`config.mk`:
```
export PLATFORM = sky130hd
export DESIGN_NAME = maple_in
export DESIGN_NICKNAME = d
export VERILOG_FILES = /design/src/rtl/maple_in_pkg.sv /design/src/rtl/maple_in_sync_edge.sv /design/src/rtl/maple_in.sv
export SDC_FILE = /design/constraint.sdc
export NUM_CORES = 1
export LEC_CHECK = 0
export ABC_AREA = 1
export BUFFER_PORTS_ARGS = -buffer_cell sky130_fd_sc_hd__buf_2
export CAP_MARGIN = 20
export CORE_UTILIZATION = 53
export DETAILED_ROUTE_END_ITERATION = 6
export GPL_ROUTABILITY_DRIVEN = 0
export HOLD_SLACK_MARGIN = 0.02
export PLACE_DENSITY = 0.76
export SETUP_SLACK_MARGIN = 0.15
export SYNTH_ARGS = -nofsm -noshare
export SYNTH_HDL_FRONTEND = slang
export SYNTH_SLANG_ARGS = --single-unit
```
`constraint.sdc`:
```
create_clock -name clk -period 1.6 [get_ports clk]
set_input_delay 0.32 -clock clk [delete_from_list [all_inputs] [get_ports clk]]
set_output_delay 0.32 -clock clk [all_outputs]
set_load 0.03 [all_outputs]
```
`src/rtl/maple_in_pkg.sv`:
```
// Shared definitions for the Maple bus receiver: FSM encoding, pattern
// pulse defaults and the REG_INCTRL control/status bit layout.
package maple_in_pkg;

  typedef enum logic [2:0] {
    ST_IDLE,
    ST_START,
    ST_DATA_A,
    ST_DATA_B,
    ST_END
  } state_e;

  localparam int unsigned START_PULSES_DEF = 4;
  localparam int unsigned END_PULSES_DEF   = 2;
  localparam int unsigned CNT_W            = 3;

  // REG_INCTRL write bits
  localparam int unsigned INCTRL_ARM = 0;
  localparam int unsigned INCTRL_CLR = 1;

  // REG_INCTRL read bits
  localparam int unsigned STAT_FRAMING = 0;
  localparam int unsigned STAT_OVERFLOW = 1;
  localparam int unsigned STAT_TIMEOUT = 2;
  localparam int unsigned STAT_BUSY = 3;
  localparam int unsigned STAT_ARMED = 4;

  function automatic logic [4:0] inctrl_status(input logic armed, input logic busy,
                                               input logic err_timeout, input logic err_overflow,
                                               input logic err_framing);
    logic [4:0] st;
    st                = '0;
    st[STAT_ARMED]    = armed;
    st[STAT_BUSY]     = busy;
    st[STAT_TIMEOUT]  = err_timeout;
    st[STAT_OVERFLOW] = err_overflow;
    st[STAT_FRAMING]  = err_framing;
    return st;
  endfunction

  function automatic logic [1:0] inctrl_decode(input logic [7:0] wdata);
    return {wdata[INCTRL_CLR], wdata[INCTRL_ARM]};
  endfunction

endpackage

```
`src/rtl/maple_in_sync_edge.sv`:
```
// Two-flop synchronizer plus rise/fall detection for one Maple line.
// Synced value and prev flop both preset to 1 (idle line level).
module maple_in_sync_edge (
  input  logic clk,
  input  logic rst,
  input  logic din,
  output logic s,
  output logic rise,
  output logic fall
);

  logic [1:0] sync_q, sync_d;
  logic       prev_q, prev_d;

  // next-state for synchronizer chain and previous-sample flop
  always_comb begin
    sync_d = {sync_q[0], din};
    prev_d = sync_q[1];
  end

  // registers, preset to idle-high on reset
  always_ff @(posedge clk) begin
    if (!rst) begin
      sync_q <= '1;
      prev_q <= 1'b1;
    end else begin
      sync_q <= sync_d;
      prev_q <= prev_d;
    end
  end

  assign s    = sync_q[1];
  assign rise = sync_q[1] & ~prev_q;
  assign fall = ~sync_q[1] & prev_q;

endmodule

```
`src/rtl/maple_in.sv`:
```
// Maple bus receiver: detects start pattern, deserializes alternating-phase
// bits MSB-first into bytes, detects end pattern and pushes bytes to the FIFO.
module maple_in #(
  parameter int unsigned TIMEOUT_TICKS = 255,
  parameter int unsigned START_PULSES  = maple_in_pkg::START_PULSES_DEF,
  parameter int unsigned END_PULSES    = maple_in_pkg::END_PULSES_DEF
) (
  input  logic       clk,
  input  logic       rst,
  input  logic       in_p1,
  input  logic       in_p5,
  input  logic       tick,
  input  logic       arm,
  input  logic       tx_active,
  input  logic       clear_err,
  input  logic       fifo_full,
  output logic [7:0] rx_data,
  output logic       rx_strobe,
  output logic       busy,
  output logic       armed,
  output logic       frame_done,
  output logic       err_framing,
  output logic       err_overflow,
  output logic       err_timeout,
  output logic [7:0] byte_count
);
  import maple_in_pkg::*;

  localparam logic [CNT_W-1:0] START_N  = CNT_W'(START_PULSES);
  localparam logic [CNT_W-1:0] END_N    = CNT_W'(END_PULSES);
  localparam logic [7:0]       TMO_LAST = 8'(TIMEOUT_TICKS - 1);

  logic s1, s1_rise, s1_fall, s5, s5_rise, s5_fall;

  maple_in_sync_edge u_sync_p1 (.clk(clk), .rst(rst), .din(in_p1), .s(s1), .rise(s1_rise), .fall(s1_fall));
  maple_in_sync_edge u_sync_p5 (.clk(clk), .rst(rst), .din(in_p5), .s(s5), .rise(s5_rise), .fall(s5_fall));

  state_e           state_q, state_d;
  logic [CNT_W-1:0] pcnt_q, pcnt_d, ecnt_q, ecnt_d;
  logic [2:0]       bitcnt_q, bitcnt_d;
  logic [7:0]       shift_q, shift_d, tmo_q, tmo_d;
  logic [7:0]       rx_data_q, rx_data_d, byte_count_q, byte_count_d;
  logic             rx_strobe_q, rx_strobe_d, frame_done_q, frame_done_d, armed_q, armed_d;
  logic             err_framing_q, err_framing_d, err_overflow_q, err_overflow_d;
  logic             err_timeout_q, err_timeout_d;
  logic             any_edge, timeout, take_bit, bit_val;
  logic [7:0]       shifted;

  // receive FSM, timeout counter and sticky error next-state
  always_comb begin
    state_d        = state_q;
    pcnt_d         = pcnt_q;
    ecnt_d         = ecnt_q;
    bitcnt_d       = bitcnt_q;
    shift_d        = shift_q;
    rx_data_d      = rx_data_q;
    byte_count_d   = byte_count_q;
    rx_strobe_d    = 1'b0;
    frame_done_d   = 1'b0;
    armed_d        = armed_q;
    err_framing_d  = err_framing_q;
    err_overflow_d = err_overflow_q;
    err_timeout_d  = err_timeout_q;
    take_bit       = 1'b0;
    bit_val        = 1'b0;

    any_edge = s1_rise | s1_fall | s5_rise | s5_fall;
    timeout  = (state_q != ST_IDLE) && !any_edge && tick && (tmo_q == TMO_LAST);

    if (state_q == ST_IDLE || any_edge) tmo_d = '0;
    else if (tick)                      tmo_d = tmo_q + 8'd1;
    else                                tmo_d = tmo_q;

    // clear first so an error raised this cycle still lands
    if (clear_err) begin
      err_framing_d  = 1'b0;
      err_overflow_d = 1'b0;
      err_timeout_d  = 1'b0;
    end

    if (state_q == ST_IDLE) begin
      if (arm) armed_d = 1'b1;
      if (armed_q && !tx_active && s1_fall && s5) begin
        state_d      = ST_START;
        pcnt_d       = '0;
        byte_count_d = '0;
        bitcnt_d     = '0;
        shift_d      = '0;
      end
    end else if (tx_active) begin
      state_d = ST_IDLE;
    end else if (s1_fall && s5_fall) begin
      err_framing_d = 1'b1;
      state_d       = ST_IDLE;
    end else if (timeout) begin
      err_timeout_d = 1'b1;
      armed_d       = 1'b0;
      state_d       = ST_IDLE;
    end else begin
      unique case (state_q)
        ST_START: begin
          if (s1_rise) begin
            if (pcnt_q == START_N) begin
              state_d  = ST_DATA_A;
              bitcnt_d = '0;
              shift_d  = '0;
            end else begin
              err_framing_d = 1'b1;
              state_d       = ST_IDLE;
            end
          end else if (s5_fall && !s1 && pcnt_q != '1) begin
            pcnt_d = pcnt_q + 1'b1;
          end
        end
        ST_DATA_A: begin
          if (s1_fall) begin
            take_bit = 1'b1;
            bit_val  = s5;
            state_d  = ST_DATA_B;
          end
        end
        ST_DATA_B: begin
          if (s1_fall && !s5) begin
            if (bitcnt_q == 3'd1) begin
              state_d = ST_END;
              ecnt_d  = CNT_W'(1);
            end else begin
              err_framing_d = 1'b1;
              state_d       = ST_IDLE;
            end
          end else if (s5_fall) begin
            take_bit = 1'b1;
            bit_val  = s1;
            state_d  = ST_DATA_A;
          end
        end
        ST_END: begin
          if (s1_fall && !s5) begin
            if (ecnt_q != '1) ecnt_d = ecnt_q + 1'b1;
          end else if (s5_rise) begin
            state_d = ST_IDLE;
            if (ecnt_q == END_N) begin
              frame_done_d = 1'b1;
              armed_d      = 1'b0;
            end else begin
              err_framing_d = 1'b1;
            end
          end
        end
        default: state_d = ST_IDLE;
      endcase
    end

    shifted = {shift_q[6:0], bit_val};
    if (take_bit) begin
      shift_d  = shifted;
      bitcnt_d = bitcnt_q + 3'd1;
      if (bitcnt_q == 3'd7) begin
        rx_data_d = shifted;
        if (fifo_full) begin
          err_overflow_d = 1'b1;
        end else begin
          rx_strobe_d = 1'b1;
          if (byte_count_q != 8'hFF) byte_count_d = byte_count_q + 8'd1;
        end
      end
    end
  end

  // all receiver state registers
  always_ff @(posedge clk) begin
    if (!rst) begin
      state_q        <= ST_IDLE;
      pcnt_q         <= '0;
      ecnt_q         <= '0;
      bitcnt_q       <= '0;
      shift_q        <= '0;
      tmo_q          <= '0;
      rx_data_q      <= '0;
      byte_count_q   <= '0;
      rx_strobe_q    <= 1'b0;
      frame_done_q   <= 1'b0;
      armed_q        <= 1'b0;
      err_framing_q  <= 1'b0;
      err_overflow_q <= 1'b0;
      err_timeout_q  <= 1'b0;
    end else begin
      state_q        <= state_d;
      pcnt_q         <= pcnt_d;
      ecnt_q         <= ecnt_d;
      bitcnt_q       <= bitcnt_d;
      shift_q        <= shift_d;
      tmo_q          <= tmo_d;
      rx_data_q      <= rx_data_d;
      byte_count_q   <= byte_count_d;
      rx_strobe_q    <= rx_strobe_d;
      frame_done_q   <= frame_done_d;
      armed_q        <= armed_d;
      err_framing_q  <= err_framing_d;
      err_overflow_q <= err_overflow_d;
      err_timeout_q  <= err_timeout_d;
    end
  end

  assign rx_data      = rx_data_q;
  assign rx_strobe    = rx_strobe_q;
  assign busy         = (state_q != ST_IDLE);
  assign armed        = armed_q;
  assign frame_done   = frame_done_q;
  assign err_framing  = err_framing_q;
  assign err_overflow = err_overflow_q;
  assign err_timeout  = err_timeout_q;
  assign byte_count   = byte_count_q;

endmodule

```
# Word level (Yosys, flattened, before mapping)
# Index checks and enable logic that the tools add are counted.
[word_totals] output_inout_bits=23 regBits=55 inputBits=9
[op_classes] add_sub_neg=5 eq_ne=32 n_reduce_logical=35 n_bitwise=18 mux=99
[ops] cell="$mux W3" n=32
[ops] cell="$mux W7" n=9
[ops] cell="$mux W8" n=6
[ops] cell="$mux W1" n=46
[ops] cell="$ne A6 B6 Y1 const B" n=4
[ops] cell="$reduce_and A7 Y1" n=3
[ops] cell="$reduce_bool A3 Y1" n=7
[ops] cell="$add A8 B1 Y8 const B" n=2
[ops] cell="$ne A2 B2 Y1 const B" n=6
[ops] cell="$ne A3 B3 Y1 const B" n=4
[ops] cell="$pmux W3 S4" n=1
[ops] cell="$not A1 Y1" n=11
[ops] cell="$logic_and A1 B1 Y1" n=10
[ops] cell="$add A3 B1 Y3 const B" n=3
[ops] cell="$eq A3 B2 Y1 const B" n=3
[ops] cell="$eq A3 B3 Y1 const B" n=3
[ops] cell="$reduce_and A9 Y1" n=1
[ops] cell="$eq A8 B8 Y1 const B" n=1
[ops] cell="$ne A2 B1 Y1 const B" n=4
[ops] cell="$ne A8 B8 Y1 const B" n=1
[ops] cell="$reduce_or A8 Y1" n=1
[ops] cell="$ne A7 B7 Y1 const B" n=1
[ops] cell="$eq A3 B1 Y1 const B" n=2
[ops] cell="$ne A3 B1 Y1 const B" n=2
[ops] cell="other kinds (15)" n=26

# Longest topological paths before layout
[depth] ltp_word=15 ltp_mapped=11 depth_no_buf=11

# Cells and area by module
# From an unflattened synthesis, not the netlist that was laid out.
[unflattened] hier_cells=396 hier_area_um2=2768.9
[by_module_without_submodules] module="maple_in" cells_per_inst=372 seq_area_each_um2=980.9 area_per_inst_um2=2581.2 n_inst=1
[by_module_without_submodules] module="maple_in_sync_edge" cells_per_inst=12 seq_area_each_um2=60.1 area_per_inst_um2=93.8 n_inst=2

# Worst setup path after synthesis
# OpenSTA, ideal clock, no wires.
[synth_timing] path_kind="reg2reg" from="reg byte_count_q[0] (netlist: byte_count[0])" to="reg byte_count_q[0] (netlist: byte_count[0])" setup_time_ns=0.113 path_buffers=0 arrival_time_ns=1.670 required_time_ns=1.487 synth_period_minus_slack_ns=1.783 stages_incl_launch_ff=10 slack_ns=-0.183 path_cell_list="dfxtp_1 > ha_1 > nand3_1 > nor2_1 > nand3_1 > o21a_1 > nand2_2 > nand2_1 > nand2_1 > nor2_1"
[synth_via] elab_chain_cells=6 word_cells_on_any_way=8 cone_classes="add/sub: 1; eq/ne: 1; mux: 6"
[synth_lines] element="start, declared" line_no="maple_in.sv:42" rtl="logic [7:0] rx_data_q, rx_data_d, byte_count_q, byte_count_d;"
[synth_lines] element="start signal, assigned" line_no="maple_in.sv:195" rtl="byte_count_q <= byte_count_d;"
[synth_lines] element="parallel branches: the longest is 5 deep, another holds $add A8 B1 Y8"
[synth_lines] element="$mux W8 *" line_no="maple_in.sv:155" rtl="if (take_bit) begin"
# Mark *: on every way between the ends.
# A chain may end at the register's enable or synchronous reset.

# Final worst setup path
[layout_timing] from="reg state_q[2]" to="reg byte_count_q[1] (netlist: byte_count[1])"
[layout_via] elab_chain_cells=9 word_cells_on_any_way=17 cone_classes="eq/ne: 2; mux: 10; reduce/logical: 5"
[layout_lines] element="start, declared" line_no="maple_in.sv:38" rtl="state_e state_q, state_d;"
[layout_lines] element="start signal, assigned" line_no="maple_in.sv:188" rtl="state_q <= state_d;"
[layout_lines] element="parallel branches: the longest is 8 deep, another holds $eq A3 B2 Y1"
[layout_lines] element="$mux W8 *" line_no="maple_in.sv:155"
# Marked as above.

==> impl_metrics.csv <==
group,metric,value,unit
pwr,power.net_switching,1.36,mW
sta,setup_slack,-0.0476,ns
floorplan,fp-row-count,26,
cts,clock_tree_buffer_depth,2,
cts,tritoncts.num_buffers,5,
placement,dp.final_hpwl,5180,µm
outcome,failed_checks,"DRC, setup timing",
sta,worst_pin_slew,0.480,ns
logic_synthesis,ys_seq_area_frac,0.368,
outcome,outcome,"complete, but fails checks",
pwr,switching_fraction,0.356,
pwr,comb_power_share,0.390,
critical_path,critical_path_required,1.84,ns
critical_path,crit_arrival,1.89,ns
route,route.detailed.vias_per_inst,5.55,
cts,cts_tree,"done",
pwr,power_density,877,nW/µm²
placement,placement.setup.worst_slack,-0.00717,ns
logic_synthesis,ys_seq_elements,55,
final_layout,layout-drive-gt1-share,0.460,
logic_synthesis,synthDominantCellAreaShare,0.368,
critical_path,worstSetupPathType,"flip-flop to flip-flop",
final_layout,postLayoutCoreUtil,0.823,
route,initialDrtViolationCount,248,
floorplan,die_height,77.1,µm
sta,final_worst_path_period_share,1.03,
flow_run,max_cap_viol_count,0,
global_routing,grt_pass1_wl,12400,µm
cts,clk_transition_reported_paths,0.10,ns
sta,rsz_0062_raised_after_global_routing,"yes",
global_routing,groute.usage.overall,0.255,
pwr,leakage,1.88,nW
floorplan,boundaryPins,32,
pwr,clock_power_share,0.215,
final_layout,synthToLayoutAreaGrowth,45.0,%
global_routing,grt_remaining_overflow,0,
pwr,share_seq_of_total_power,0.395,
global_routing,maximum_number_of_pins_on_one_net_before_global_route_repair,21,
sta,max-slew-margin-rel,0.678,
critical_path,crit_path_end_kind,"flip-flop",
critical_path,worst-path-max-fanout,8,
route,number_of_remaining_drc_errors,1,
route,wl,9100,µm
sta,final_hold_viol_count,0,
logic_synthesis,netlist_area,2990,µm²
route,detailroute.via_count,3272,
placement,place.detailed.instances,551,
final_layout,stdcell_count,590,
pwr,power.internal,2.45,mW
logic_synthesis,cell_taking_the_most_area_after_synthesis,"sky130_fd_sc_hd__dfxtp_1",
logic_synthesis,post_synth_inst_count,420,
sta,final.setup_skew,0.0136,ns
global_routing,antenna_found_initial,0,
sta,clock.fmax,607,MHz
sta,fin_crit,1.65,ns
cts,cts.root.buffer_cell,"sky130_fd_sc_hd__clkbuf_8",
cts,worstSkewPairLatency,0.31,ns
critical_path,worst_setup_path_start_kind,"flip-flop",
floorplan,floorplan.initialDensity,0.568,
cts,cts-htree-levels,2,
pwr,worst_ir_drop_vdd,688,µV
logic_synthesis,post_synth.cell_area_avg,7.12,µm²
logic_synthesis,synth_warnings,0,
logic_synthesis,synth_cell_types,36,
global_routing,vias_in_the_first_global_route,2751,
logic_synthesis,number_of_nets_produced_by_synthesis,443,
floorplan,die_x,77.1,µm
sta,final_max_slew_viol_count,0,
cts,post_cts_hold_buffer_count,0,
logic_synthesis,synth.area.top_cells,"sky130_fd_sc_hd__dfxtp_1 (37%), sky130_fd_sc_hd__nand2_1 (11%), sky130_fd_sc_hd__nor2_1 (8.9%)",
route,firstDrtPassIters,7,
floorplan,core-area,5270,µm²
final_layout,nets,542,
cts,clock_sink_count,55,
sta,setup_violations_final,18,
placement,place.port_buffers,31,
worst_hold_path,worstHoldPathType,"input pin to flip-flop",
floorplan,fp.dieArea,5950,µm²
route,wire_per_inst,15.4,µm
route,antenna_left,0,
final_layout,antenna-diode-count,0,
-- critical path, cell delays in order, from the launching register on --
cell and delay [ns]:
sky130_fd_sc_hd__dfxtp_4 0.37, sky130_fd_sc_hd__buf_12 0.13, sky130_fd_sc_hd__nor2_4 0.12, sky130_fd_sc_hd__buf_6 0.13
sky130_fd_sc_hd__nor2_4 0.04, sky130_fd_sc_hd__nand2_4 0.09, sky130_fd_sc_hd__nand2_4 0.10, sky130_fd_sc_hd__nor2_8 0.19
sky130_fd_sc_hd__buf_12 0.15, sky130_fd_sc_hd__nand2_8 0.07, sky130_fd_sc_hd__nand2_2 0.06, sky130_fd_sc_hd__nand2_1 0.04
sky130_fd_sc_hd__nor2_1 0.08
-- flip-flops by register name, indices dropped and copies added (netlist names), 3 cells and up --
register	count
state_q	3
byte_count	8
bitcnt_q	3
ecnt_q	3
tmo_q	8
pcnt_q	3
rx_data	8
shift_q	7
-- cell families after synthesis --
family,count (synthesis),synth area share
fa+ha+maj,14,0.0586
flops,55,0.368
xor+xnor,6,0.0176
simple gates,250,0.396
compound gates,44,0.0899
buf+inv,51,0.0694
-- layout by cell type (no fill, tap or decap), types with 9 or more instances in the layout --
| cell | netlist | routed |
|---|---|---|
| sky130_fd_sc_hd__a21oi_1 | 23 | 17 |
| sky130_fd_sc_hd__a21oi_2 | 10 | 16 |
| sky130_fd_sc_hd__buf_2 | 1 | 30 |
| sky130_fd_sc_hd__buf_4 | 0 | 54 |
| sky130_fd_sc_hd__buf_6 | 2 | 11 |
| sky130_fd_sc_hd__dfxtp_1 | 55 | 39 |
| sky130_fd_sc_hd__dfxtp_2 | 0 | 11 |
| sky130_fd_sc_hd__inv_1 | 39 | 32 |
| sky130_fd_sc_hd__nand2_1 | 89 | 71 |
| sky130_fd_sc_hd__nand2_2 | 16 | 27 |
| sky130_fd_sc_hd__nand2_4 | 3 | 9 |
| sky130_fd_sc_hd__nand3_1 | 28 | 17 |
| sky130_fd_sc_hd__nand3b_1 | 9 | 9 |
| sky130_fd_sc_hd__nand4_1 | 12 | 12 |
| sky130_fd_sc_hd__nor2_1 | 71 | 58 |
| sky130_fd_sc_hd__nor2_2 | 1 | 9 |
-- cell usage after synthesis --
cell type / number
sky130_fd_sc_hd__clkinv_1: 1
sky130_fd_sc_hd__nor4_1: 1
sky130_fd_sc_hd__buf_6: 2
sky130_fd_sc_hd__clkbuf_1: 3
sky130_fd_sc_hd__a22o_1: 1
sky130_fd_sc_hd__nor3_1: 4
sky130_fd_sc_hd__o21a_1: 1
sky130_fd_sc_hd__a21oi_1: 23
sky130_fd_sc_hd__ha_1: 14
sky130_fd_sc_hd__nand3_2: 2
sky130_fd_sc_hd__buf_2: 1
sky130_fd_sc_hd__nor2_8: 1
sky130_fd_sc_hd__nand3b_1: 9
sky130_fd_sc_hd__buf_1: 2
sky130_fd_sc_hd__dfxtp_1: 55
sky130_fd_sc_hd__o21ai_0: 7
sky130_fd_sc_hd__a21oi_2: 10
sky130_fd_sc_hd__a22oi_1: 1
sky130_fd_sc_hd__o21bai_1: 1
sky130_fd_sc_hd__nor2_1: 71
sky130_fd_sc_hd__and3_1: 1
sky130_fd_sc_hd__nor3_2: 1
sky130_fd_sc_hd__or2_2: 7
sky130_fd_sc_hd__nor2_4: 2
sky130_fd_sc_hd__nand3_1: 28
sky130_fd_sc_hd__nor2_2: 1
sky130_fd_sc_hd__nor3b_1: 1
sky130_fd_sc_hd__nand2_1: 89
sky130_fd_sc_hd__nand2_4: 3
sky130_fd_sc_hd__inv_1: 39
sky130_fd_sc_hd__nand2_2: 16
sky130_fd_sc_hd__nand4_1: 12
sky130_fd_sc_hd__inv_2: 3
sky130_fd_sc_hd__xnor2_1: 3
sky130_fd_sc_hd__xor2_1: 3
sky130_fd_sc_hd__and2_1: 1
-- final cells by class --
class,count,area (µm²)
Multi-Input combinational cell,314,2070
Sequential cell,55,1130
Fill cell,351,931
Timing Repair Buffer,100,779
Inverter,43,169
Tap cell,70,87.6
Clock buffer,7,86.3
Clock inverter,1,8.76
-- routing by layer --
metal  part of all wire  vias to the layer above  track usage
li1                   -                     1550            -
met4              0.037                        0       0.0642
met2               0.50                      168        0.416
met3              0.061                       40       0.0393
met1               0.40                     1514        0.350
met5                  0                        -            0
-- final timing paths --
check / start / endpoint / slack, ns / cells past startpoint
worst min register to register: u_sync_p5.sync_q[0] / u_sync_p5.sync_q[1] / 0.43 / 1
worst max-delay path: state_q[2] / byte_count[1] / -0.05 / 12
worst min-delay path: in_p5 / u_sync_p5.sync_q[0] / 0.19 / 2
worst max register to register: state_q[2] / byte_count[1] / -0.05 / 12
-- power by group through the flow --
stage                     Sequential, mW  Clock [mW]  Combinational, mW
after floorplan                     1.51           0              0.546
after global placement              1.50           0              0.847
after detailed placement            1.50           0              0.858
after CTS                           1.47       0.822              0.991
after global routing                1.51       0.879               1.56
final                               1.50       0.819               1.48
-- what timing repair did --
item	4_1_cts	5_1_grt
setup endpoints to repair	38	47
gates cloned	0	1
gates resized for setup	19	98
buffers inserted	7	23
pin swaps	7	30
-- metrics by stage --
step	total power, mW	TNS (ns)	area (µm²)	hold WS [ns]
finish	3.80	-0.349	4340	0.195
CTS	3.28	0	3770	0.189
floorplan	2.05	0	3070	0.392
detailed placement	2.36	-0.0240	3570	0.402
global route	3.94	-2.62	4340	0.181
global placement	2.34	0	3570	0.402
Note: power is estimated with default switching activity, not from simulation.
